## src/rtl/mc_core_pkg.sv

```systemverilog
// rtl/mc_core_pkg.sv - shared types and helpers for the multi-cycle core
// Contents: opcode_e (instruction opcodes), state_e (sequencer states),
//   calc_rw/calc_iw (register-index and instruction width derivation),
//   jlut (branch target lookup, masked to the requested PC width).
package mc_core_pkg;

  typedef enum logic [2:0] {
    OP_ADD = 3'd0,
    OP_SUB = 3'd1,
    OP_AND = 3'd2,
    OP_XOR = 3'd3,
    OP_LDC = 3'd4,
    OP_LD  = 3'd5,
    OP_ST  = 3'd6,
    OP_BZ  = 3'd7
  } opcode_e;

  typedef enum logic [2:0] {
    S_IDLE  = 3'd0,
    S_FETCH = 3'd1,
    S_EXEC  = 3'd2,
    S_MEM   = 3'd3,
    S_HALT  = 3'd4
  } state_e;

  function automatic int calc_rw(input int nreg);
    return $clog2(nreg);
  endfunction

  function automatic int calc_iw(input int rw);
    return 3 + 2 * rw;
  endfunction

  // Branch target table: 0->0, 1->4, n->8n, wrapped to the PC width.
  function automatic logic [31:0] jlut(input int unsigned idx, input int unsigned pcw);
    logic [31:0] v_tgt;
    logic [31:0] v_mask;
    if (idx == 0)      v_tgt = 32'd0;
    else if (idx == 1) v_tgt = 32'd4;
    else               v_tgt = idx * 8;
    v_mask = (pcw >= 32) ? '1 : ((32'd1 << pcw) - 32'd1);
    return v_tgt & v_mask;
  endfunction

endpackage

```

## src/rtl/mc_regfile.sv

```systemverilog
// rtl/mc_regfile.sv - NREG x DW register file, two async reads, one sync write
// Ports:
//   i_clk, i_rst_n         clock, async active-low clear of every entry
//   i_we/i_waddr/i_wdata   synchronous write port
//   i_raddr_a/o_rdata_a    combinational read port A
//   i_raddr_b/o_rdata_b    combinational read port B
module mc_regfile
  import mc_core_pkg::*;
#(
  parameter int DW   = 8,
  parameter int NREG = 8,
  localparam int RW  = calc_rw(NREG)
) (
  input  logic          i_clk,
  input  logic          i_rst_n,
  input  logic          i_we,
  input  logic [RW-1:0] i_waddr,
  input  logic [DW-1:0] i_wdata,
  input  logic [RW-1:0] i_raddr_a,
  input  logic [RW-1:0] i_raddr_b,
  output logic [DW-1:0] o_rdata_a,
  output logic [DW-1:0] o_rdata_b
);

  logic [DW-1:0] r_mem [NREG];

  always_ff @(posedge i_clk or negedge i_rst_n) begin
    if (!i_rst_n) begin
      for (int i = 0; i < NREG; i++) r_mem[i] <= '0;
    end else if (i_we) begin
      r_mem[i_waddr] <= i_wdata;
    end
  end

  assign o_rdata_a = r_mem[i_raddr_a];
  assign o_rdata_b = r_mem[i_raddr_b];

endmodule

```

## src/rtl/mc_core.sv

```systemverilog
// rtl/mc_core.sv - multi-cycle core: FETCH/EXEC/MEM sequencer over req/ack memories
// Optional feature macro: MC_CORE_PERF_EN (cycle / retired-instruction counters).
// Ports:
//   Clk, Reset_n                       clock, async active-low reset
//   Start                              run from PC 0 (honoured in IDLE/HALT only)
//   imem_req/imem_addr/imem_ack/imem_data          instruction fetch handshake
//   dmem_req/dmem_we/dmem_addr/dmem_wdata/dmem_ack/dmem_rdata  data handshake
//   Done                               high while halted
//   perf_cycles, perf_retired          counters, zero unless MC_CORE_PERF_EN
module mc_core
  import mc_core_pkg::*;
#(
  parameter int DW   = 8,
  parameter int NREG = 8,
  parameter int PCW  = 8,
  localparam int RW  = calc_rw(NREG),
  localparam int IW  = calc_iw(RW)
) (
  input  logic           Clk,
  input  logic           Reset_n,
  input  logic           Start,
  output logic           imem_req,
  output logic [PCW-1:0] imem_addr,
  input  logic           imem_ack,
  input  logic [IW-1:0]  imem_data,
  output logic           dmem_req,
  output logic           dmem_we,
  output logic [DW-1:0]  dmem_addr,
  output logic [DW-1:0]  dmem_wdata,
  input  logic           dmem_ack,
  input  logic [DW-1:0]  dmem_rdata,
  output logic           Done,
  output logic [31:0]    perf_cycles,
  output logic [31:0]    perf_retired
);

  state_e         r_state, w_next;
  logic [PCW-1:0] r_pc, w_pc_inc, w_pc_next;
  logic [IW-1:0]  r_ir;

  opcode_e        w_op;
  logic [RW-1:0]  w_ra, w_rb;
  logic [DW-1:0]  w_imm, w_rd_a, w_rd_b, w_alu;
  logic           w_is_halt, w_br_taken, w_start;

  logic           w_rf_we;
  logic [RW-1:0]  w_rf_waddr;
  logic [DW-1:0]  w_rf_wdata;

  assign w_op      = opcode_e'(r_ir[IW-1:IW-3]);
  assign w_ra      = r_ir[2*RW-1:RW];
  assign w_rb      = r_ir[RW-1:0];
  assign w_imm     = DW'(r_ir[2*RW-1:0]);
  assign w_is_halt = (w_op == OP_BZ) && (&w_ra) && (&w_rb);

  mc_regfile #(.DW(DW), .NREG(NREG)) u_regfile (
    .i_clk     (Clk),
    .i_rst_n   (Reset_n),
    .i_we      (w_rf_we),
    .i_waddr   (w_rf_waddr),
    .i_wdata   (w_rf_wdata),
    .i_raddr_a (w_ra),
    .i_raddr_b (w_rb),
    .o_rdata_a (w_rd_a),
    .o_rdata_b (w_rd_b)
  );

  always_comb begin
    w_alu = '0;
    case (w_op)
      OP_ADD:  w_alu = w_rd_a + w_rd_b;
      OP_SUB:  w_alu = w_rd_a - w_rd_b;
      OP_AND:  w_alu = w_rd_a & w_rd_b;
      OP_XOR:  w_alu = w_rd_a ^ w_rd_b;
      default: w_alu = '0;
    endcase
  end

  // BZ samples R[ra] from the read port, i.e. before any writeback this cycle.
  assign w_br_taken = (w_op == OP_BZ) && (w_rd_a == '0);
  assign w_pc_inc   = r_pc + PCW'(1);
  assign w_pc_next  = w_br_taken ? PCW'(jlut(32'(w_rb), PCW)) : w_pc_inc;

  always_ff @(posedge Clk or negedge Reset_n) begin
    if (!Reset_n) r_state <= S_IDLE;
    else          r_state <= w_next;
  end

  always_comb begin
    w_next     = r_state;
    w_start    = 1'b0;
    imem_req   = 1'b0;
    dmem_req   = 1'b0;
    dmem_we    = 1'b0;
    w_rf_we    = 1'b0;
    w_rf_waddr = w_ra;
    w_rf_wdata = w_alu;
    case (r_state)
      S_IDLE, S_HALT: begin
        if (Start) begin
          w_next  = S_FETCH;
          w_start = 1'b1;
        end
      end
      S_FETCH: begin
        imem_req = 1'b1;
        if (imem_ack) w_next = S_EXEC;
      end
      S_EXEC: begin
        case (w_op)
          OP_LDC: begin
            w_rf_we    = 1'b1;
            w_rf_waddr = '0;
            w_rf_wdata = w_imm;
            w_next     = S_FETCH;
          end
          OP_LD, OP_ST: w_next = S_MEM;
          OP_BZ:        w_next = w_is_halt ? S_HALT : S_FETCH;
          default: begin
            w_rf_we = 1'b1;
            w_next  = S_FETCH;
          end
        endcase
      end
      S_MEM: begin
        dmem_req = 1'b1;
        dmem_we  = (w_op == OP_ST);
        if (dmem_ack) begin
          w_rf_we    = (w_op == OP_LD);
          w_rf_wdata = dmem_rdata;
          w_next     = S_FETCH;
        end
      end
      default: w_next = S_IDLE;
    endcase
  end

  // PC advances on leaving EXEC; LD/ST advance early since imem is idle in MEM.
  always_ff @(posedge Clk or negedge Reset_n) begin
    if (!Reset_n) begin
      r_pc <= '0;
      r_ir <= '0;
    end else begin
      if (w_start)
        r_pc <= '0;
      else if ((r_state == S_EXEC) && (w_next != S_HALT))
        r_pc <= w_pc_next;
      if ((r_state == S_FETCH) && imem_ack)
        r_ir <= imem_data;
    end
  end

  assign imem_addr  = r_pc;
  assign dmem_addr  = w_rd_b;
  assign dmem_wdata = w_rd_a;
  assign Done       = (r_state == S_HALT);

`ifdef MC_CORE_PERF_EN
  logic        w_retire;
  logic [31:0] r_cycles, r_retired;

  assign w_retire = ((r_state == S_EXEC) && (w_next != S_MEM)) ||
                    ((r_state == S_MEM) && dmem_ack);

  always_ff @(posedge Clk or negedge Reset_n) begin
    if (!Reset_n) begin
      r_cycles  <= '0;
      r_retired <= '0;
    end else if (w_start) begin
      r_cycles  <= '0;
      r_retired <= '0;
    end else begin
      if ((r_state != S_IDLE) && (r_state != S_HALT)) r_cycles <= r_cycles + 32'd1;
      if (w_retire) r_retired <= r_retired + 32'd1;
    end
  end

  assign perf_cycles  = r_cycles;
  assign perf_retired = r_retired;
`else
  assign perf_cycles  = '0;
  assign perf_retired = '0;
`endif

endmodule

```

## config.mk

```make
export PLATFORM = sky130hd
export DESIGN_NAME = mc_core
export DESIGN_NICKNAME = d
export VERILOG_FILES = /design/src/rtl/mc_core_pkg.sv /design/src/rtl/mc_regfile.sv /design/src/rtl/mc_core.sv
export SDC_FILE = /design/constraint.sdc
export NUM_CORES = 1
export LEC_CHECK = 0
export CAP_MARGIN = 10
export CORE_UTILIZATION = 30
export CTS_CLUSTER_SIZE = 25
export DETAILED_ROUTE_END_ITERATION = 10
export GPL_TIMING_DRIVEN = 0
export HOLD_SLACK_MARGIN = 0.08
export PLACE_DENSITY_LB_ADDON = 0.12
export SYNTH_ARGS = -nofsm -noshare
export SYNTH_HDL_FRONTEND = slang
export SYNTH_SLANG_ARGS = --single-unit
```

## constraint.sdc

```tcl
create_clock -name Clk -period 4.01 [get_ports Clk]
set_input_delay 1.203 -clock Clk [delete_from_list [all_inputs] [get_ports Clk]]
set_output_delay 1.203 -clock Clk [all_outputs]
set_load 0.01 [all_outputs]
```

Word level (Yosys, flattened, before mapping)
Index checks and enable logic that the tools add are counted.
- output and inout port bits: 92
- register bits after elaboration: 84
- mux-type cells: 34
- order comparisons: 4
- equal/unequal tests: 13
- add/subtract/negate cells: 3
- bitwise operators: 5
- reduce and logical (&&, ||, !) cells: 16
- operators with widths (operator ; number):
    two-way mux 8 bit ; 10
    bitwise mux 64 bit ; 1
    binary-select mux 8 bit (select 3 bit) ; 2
    one-hot mux 8 bit (4 select lines) ; 1
    demux 8 bit (select 3 bit) ; 1
    two-way mux 3 bit ; 6
    one-hot mux 8 bit (2 select lines) ; 1
    equality test 3 bit, second input constant ; 5
    equality test 3 x 2 -> 1 bit, second input constant ; 4
    >= comparator 4 bit, second input constant ; 3
    two-way mux 6 bit ; 2
    inverter 3 -> 4 bit ; 3
    one-hot mux 3 bit (4 select lines) ; 1
    equality test 3 x 1 -> 1 bit, second input constant ; 3
    zero test 3 bit ; 3
    adder 8 x 1 -> 8 bit, second input constant ; 1
    adder 8 bit ; 1
    bitwise AND 8 bit ; 1
    zero test 8 bit ; 1
    subtractor 8 bit ; 1
    XOR 8 bit ; 1
    two-way mux 1 bit ; 7
    logical AND 1 bit ; 6
    one-hot mux 3 bit (2 select lines) ; 1
    other kinds (7) ; 9

Logic depth before layout (Yosys ltp)
- depth after elaboration: 10
- mapped depth: 17
- depth with buffers taken out: 14

Cells and area by module
Synthesis repeated with hierarchy kept, for this count alone.
- cell total of the unflattened synthesis: 501
- area, all modules: 6039.5 um^2
- modules (own cells, without submodules) (module ; area each (um^2) ; cells an instance ; instances):
    mc_regfile ; 3539.6 ; 201 ; 1
    mc_core ; 2499.9 ; 300 ; 1

Worst setup path after synthesis
Ideal clock, no wire load.
- path kind: register to register
- start: reg r_ir[0]
- end: reg u_regfile.r_mem[15] in the netlist's numbering
- data arrival time: 3.591 ns
- path buffers: 3
- period minus slack after synthesis: 3.728 ns
- cell stages (with the launch flop): 17
- setup time: 0.137 ns
- slack: 0.282 ns
- cell sequence: dfrtp_1 -> clkbuf_2 -> buf_4 -> buf_4 -> mux4_2 -> nand2_1 -> and2_1 -> ha_1 -> mux2i_1 -> ha_1 -> nor2b_1 -> o21ai_0 -> a21oi_1 -> o41ai_1 -> xnor2_1 -> mux2i_2 -> o21ai_0
- cells in the longest elaborated chain, start to end: 9
- RTL lines (what ; line ; source):
    from (decl) ; mc_core.sv:39 ; logic [IW-1:0] r_ir;
    from (signal assigned) ; mc_core.sv:149 ; r_ir <= imem_data;
    inverter 3 -> 4 bit (not written as such) (*) ; mc_regfile.sv:36 ; assign o_rdata_b = r_mem[i_raddr_b];
    binary-select mux 8 bit (select 3 bit) (*) ; mc_regfile.sv:36 ;
    two-way mux 8 bit (not written as such) (*) (2 in a row) ; mc_regfile.sv:36 ;
    subtractor 8 bit (tied with other cells) ; mc_core.sv:72 ; OP_SUB: w_alu = w_rd_a - w_rd_b;
    one-hot mux 8 bit (4 select lines) (*) ; mc_core.sv:70 ; case (w_op)
    two-way mux 8 bit, on equally long branches ; mc_core.sv:128, mc_core.sv:110 ;
    one-hot mux 8 bit (2 select lines) (*) ; mc_core.sv:98 ; case (r_state)
    bitwise mux 64 bit (*) ; mc_regfile.sv:31 ; r_mem[i_waddr] <= i_wdata;
    to (signal, indexed assignment) ; mc_regfile.sv:31 ;
    to (decl) ; mc_regfile.sv:25 ; logic [DW-1:0] r_mem [NREG];
Every way passes the cells marked *; elsewhere a longest branch is shown, timed or not. The select of a mux whose other input is x is not followed.
A chain may end at the register's enable or synchronous reset.

Final worst setup path
- start: reg r_ir[0]
- end: reg u_regfile.r_mem[31] in the netlist's numbering
The elaborated chain is that of the path after synthesis.

==> flow_metrics.py <==
metrics = {
    "run_status": {
        "status": "complete, no violations",
    },
    "logic_synthesis": {
        "yosysUniqueCellTypes": 55,
        "synth_top_family_by_area": "multiplexers",
        "synth_xor_area_share_pct": 1.79,
        "syn_area_um2": 5890,
        "synth-simple-area-share_pct": 12.3,
        "synthAdderAreaFrac_pct": 3.95,
        "synth_cells": 575,
        "ys_seq_area_share_pct": 35.7,
        "synth_seq_cells": 84,
        "synth_mux_area_share_pct": 23.8,
        "synth_ff_type": "dfrtp_1",
        "async_flop_share_pct": 100,
        "synth_edf_count": 0,
        "synth_compound_area_share_pct": 10.7,
        "syn_avg_cell_area_um2": 10.2,
        "synth_warnings": 0,
    },
    "power": {
        "power_frac_seq_pct": 18.3,
        "switchingPower_mw": 3.55,
        "power.total_mw": 7.82,
        "power_density_nw_per_um2": 1040,
        "pwr-share-comb_pct": 70.0,
        "power_frac_clock_pct": 11.7,
        "p_leak_nw": 3.48,
        "internal-power_mw": 4.26,
        "swShare_pct": 45.5,
        "ir_drop_mv": 0.365,
    },
    "final_layout": {
        "drive_above_1_share_pct": 27.1,
        "layout.nets": 748,
        "antennaDiodeCount": 0,
        "final_util_pct": 39.6,
        "syn_to_final_growth_pct": 27.6,
    },
    "setup_path": {
        "cp_data_arrival_time_ns": 4.12,
        "crit_type": "reg2reg",
        "crit_chain": "clkbuf_8 > buf_12 > buf_4 > o311a_1 > nor4_2 > a31oi_1 > xnor2_1 > ha_1 > o21ai_0 > a21oi_2 > o41ai_4 > xnor2_2 > mux2i_4 > buf_12 > o21ai_0",
        "critPathMaxStageDelay_ns": 0.56,
        "endpoint_kind": "flop",
        "cp_max_fo": 8,
        "slowest_stage": "nor4_2",
        "required_ns": 4.23,
        "startpoint_type": "flop",
    },
    "route": {
        "vias": 4711,
        "antenna_left": 0,
        "drc_errors": 0,
        "routed_wirelength_um": 17200,
        "wl_per_cell_um": 17.6,
        "drt_iter0_markers": 307,
        "viasPerCell": 4.84,
        "drtPass1Iterations": 5,
    },
    "global_route": {
        "grt_overflow": 0,
        "grt_max_degree": 44,
        "grt_pass1_vias": 4512,
        "antenna_found_initial": 0,
        "track_usage_pct": 17.9,
        "grt_pass1_wl_um": 26900,
    },
    "clocking": {
        "htreeDepth": 3,
        "cts_tree": "built",
        "numCtsBuffers": 9,
        "cts_hold_buf": 0,
        "clk_pin_slew_ns": 0.06,
        "cts.sinks": 84,
        "cts_buffer_depth": 2,
        "clkLatencyLatePin_ns": 0.35,
        "cts-root-buf": "clkbuf_16",
    },
    "placed_design": {
        "portBuffers": 49,
        "place_ws_ns": -0.889,
        "place_congestion": 0.851,
        "hpwl_um": 13100,
    },
    "sta": {
        "slew_headroom_pct": 27.8,
        "fin_skew_ns": 0.00887,
        "fin_ws_ns": 0.104,
        "fmax_mhz": 256,
        "hold_violations": 0,
        "tightest_slew_ns": 1.08,
        "final_max_slew_viol_count": 0,
        "rsz0062_at_grt": "true",
        "fin_crit_sh_pct": 97.4,
        "setup_viol_count_final": 0,
        "tns_ns": 0,
        "min_period_ns": 3.91,
    },
    "die": {
        "row_count": 50,
        "floorplan.die.width_um": 142,
        "fp.dieH_um": 142,
        "start_util_pct": 31.1,
        "dieArea_um2": 20200,
        "io_pins": 114,
        "core_um2": 19000,
    },
    "job": {
        "max_cap_viol_count": 0,
    },
    "min_path": {
        "hold_class": "reg2reg",
    },
}
[power by group through the flow]
stage          Combinational, mW  Clock (mW)  Sequential, mW
5_1_grt                     6.01       0.960            1.47
4_1_cts                     5.15       0.927            1.42
6_report                    5.48       0.911            1.43
3_5_place_dp                4.80           0            1.41
2_1_floorplan               3.40           0            1.33
3_3_place_gp                4.72           0            1.40
[per-stage QoR]
stage	area, um^2	cells	hold WS, ns
2_1_floorplan	6120	638	0.458
3_3_place_gp	6940	947	0.493
3_5_place_dp	6970	949	0.502
4_1_cts	7430	970	0.517
5_1_grt	7510	973	0.539
6_report	7510	973	0.512
[path summary, 6_finish.rpt]
kind / startpoint / endpoint / slack, ns / depth (start not counted)
max: r_ir[0] / u_regfile.r_mem[31] / 0.10 / 15
min: u_regfile.r_mem[18] / u_regfile.r_mem[18] / 0.51 / 2
max reg2reg: r_ir[0] / u_regfile.r_mem[31] / 0.10 / 15
min reg2reg: u_regfile.r_mem[18] / u_regfile.r_mem[18] / 0.51 / 2
max in group asynchronous: Reset_n / r_ir[4] / 2.51 / 2
min in group asynchronous: Reset_n / u_regfile.r_mem[23] / 0.86 / 1
[cell families (layout without fill, tap and decap cells)]
family,Yosys count,after routing
AOI/OAI and AO/OA,104,104
and+or+nand+nor,150,150
other,1,64
adders and majority gates,18,18
buffers and inverters,110,185
DFF,84,84
xor gates and xnor gates,12,12
muxes,96,96
[synthesized netlist by cell type, types with 3 or more instances]
cell      number  area, um^2
a21o_1         3        22.5
a21oi_1       31         155
a221oi_1       3        26.3
a22o_1         7        61.3
a22oi_1        4        30.0
a31oi_1        9        56.3
and2_1         3        18.8
and3_1         4        25.0
buf_1          3        11.3
buf_2          9        45.0
buf_4         67         503
clkbuf_1      13        48.8
dfrtp_1       84        2100
ha_1          17         213
inv_1         14        52.6
mux2_2        38         428
mux2i_1       28         280
mux4_1         7         184
mux4_2        22         495
nand2_1       45         169
nand2b_1       3        18.8
nand3_1        7        35.0
nor2_1        50         188
nor2b_1        9        56.3
nor3_1        10        50.1
nor4_1         5        31.3
o21ai_0       30         150
o21ai_1        4        20.0
o31ai_1        4        30.0
xnor2_1       10        87.6
[sequential cells by signal, summed over array words and instances (netlist names)]
register,count
u_regfile.r_mem,64
r_ir,9
imem_addr,8
r_state,3
[critical path: cells and delay by family (launching register included)]
kind | cells | cell delay [ns]
AO/OA/AOI/OAI | 6 | 1.27
adder cells (fa/ha/maj) | 1 | 0.33
buffers and inverters | 4 | 0.60
flip-flops | 1 | 0.36
multiplexers | 1 | 0.29
XOR/XNOR | 2 | 0.33
AND/OR/NAND/NOR | 1 | 0.56
[cell type report]
type / instances / area [um^2]
flip-flops and latches: 84 / 2100
multi-input cells: 444 / 3430
fillers: 1883 / 11400
clock buffers: 12 / 246
repair buffers: 60 / 606
plain buffers: 94 / 667
well taps: 260 / 325
clock inverters: 4 / 72.6
inverters: 15 / 60.1
[per-layer routing]
metal	vias to the layer above	track usage [%]	share of wire (%)
met5	-	0	0
li1	2226	-	-
met1	2289	24.4	45
met3	16	3.13	6.1
met4	0	6.34	1.6
met2	180	28.5	47
[cells in the final DEF, fill, tap and decap left out, types with 8 or more instances in the layout]
cell,count
buf_2,9
a21oi_1,27
xnor2_1,9
clkbuf_16,9
clkdlybuf4s50_1,48
mux2_2,38
o21ai_0,29
nand2_1,45
a31oi_1,9
buf_4,74
clkbuf_1,13
conb_1,64
nor3_1,8
ha_1,17
mux2i_1,26
nor2_1,50
inv_1,14
dfrtp_1,83
mux4_2,22
nor2b_1,9
[repair_timing]
action	CTS	global route
cloned	0	0
setup endpoints to repair	64	37
resized for setup	21	11
buffers inserted	6	3
pin swaps	3	4
No activity file was read; power rests on OpenSTA's default activity.
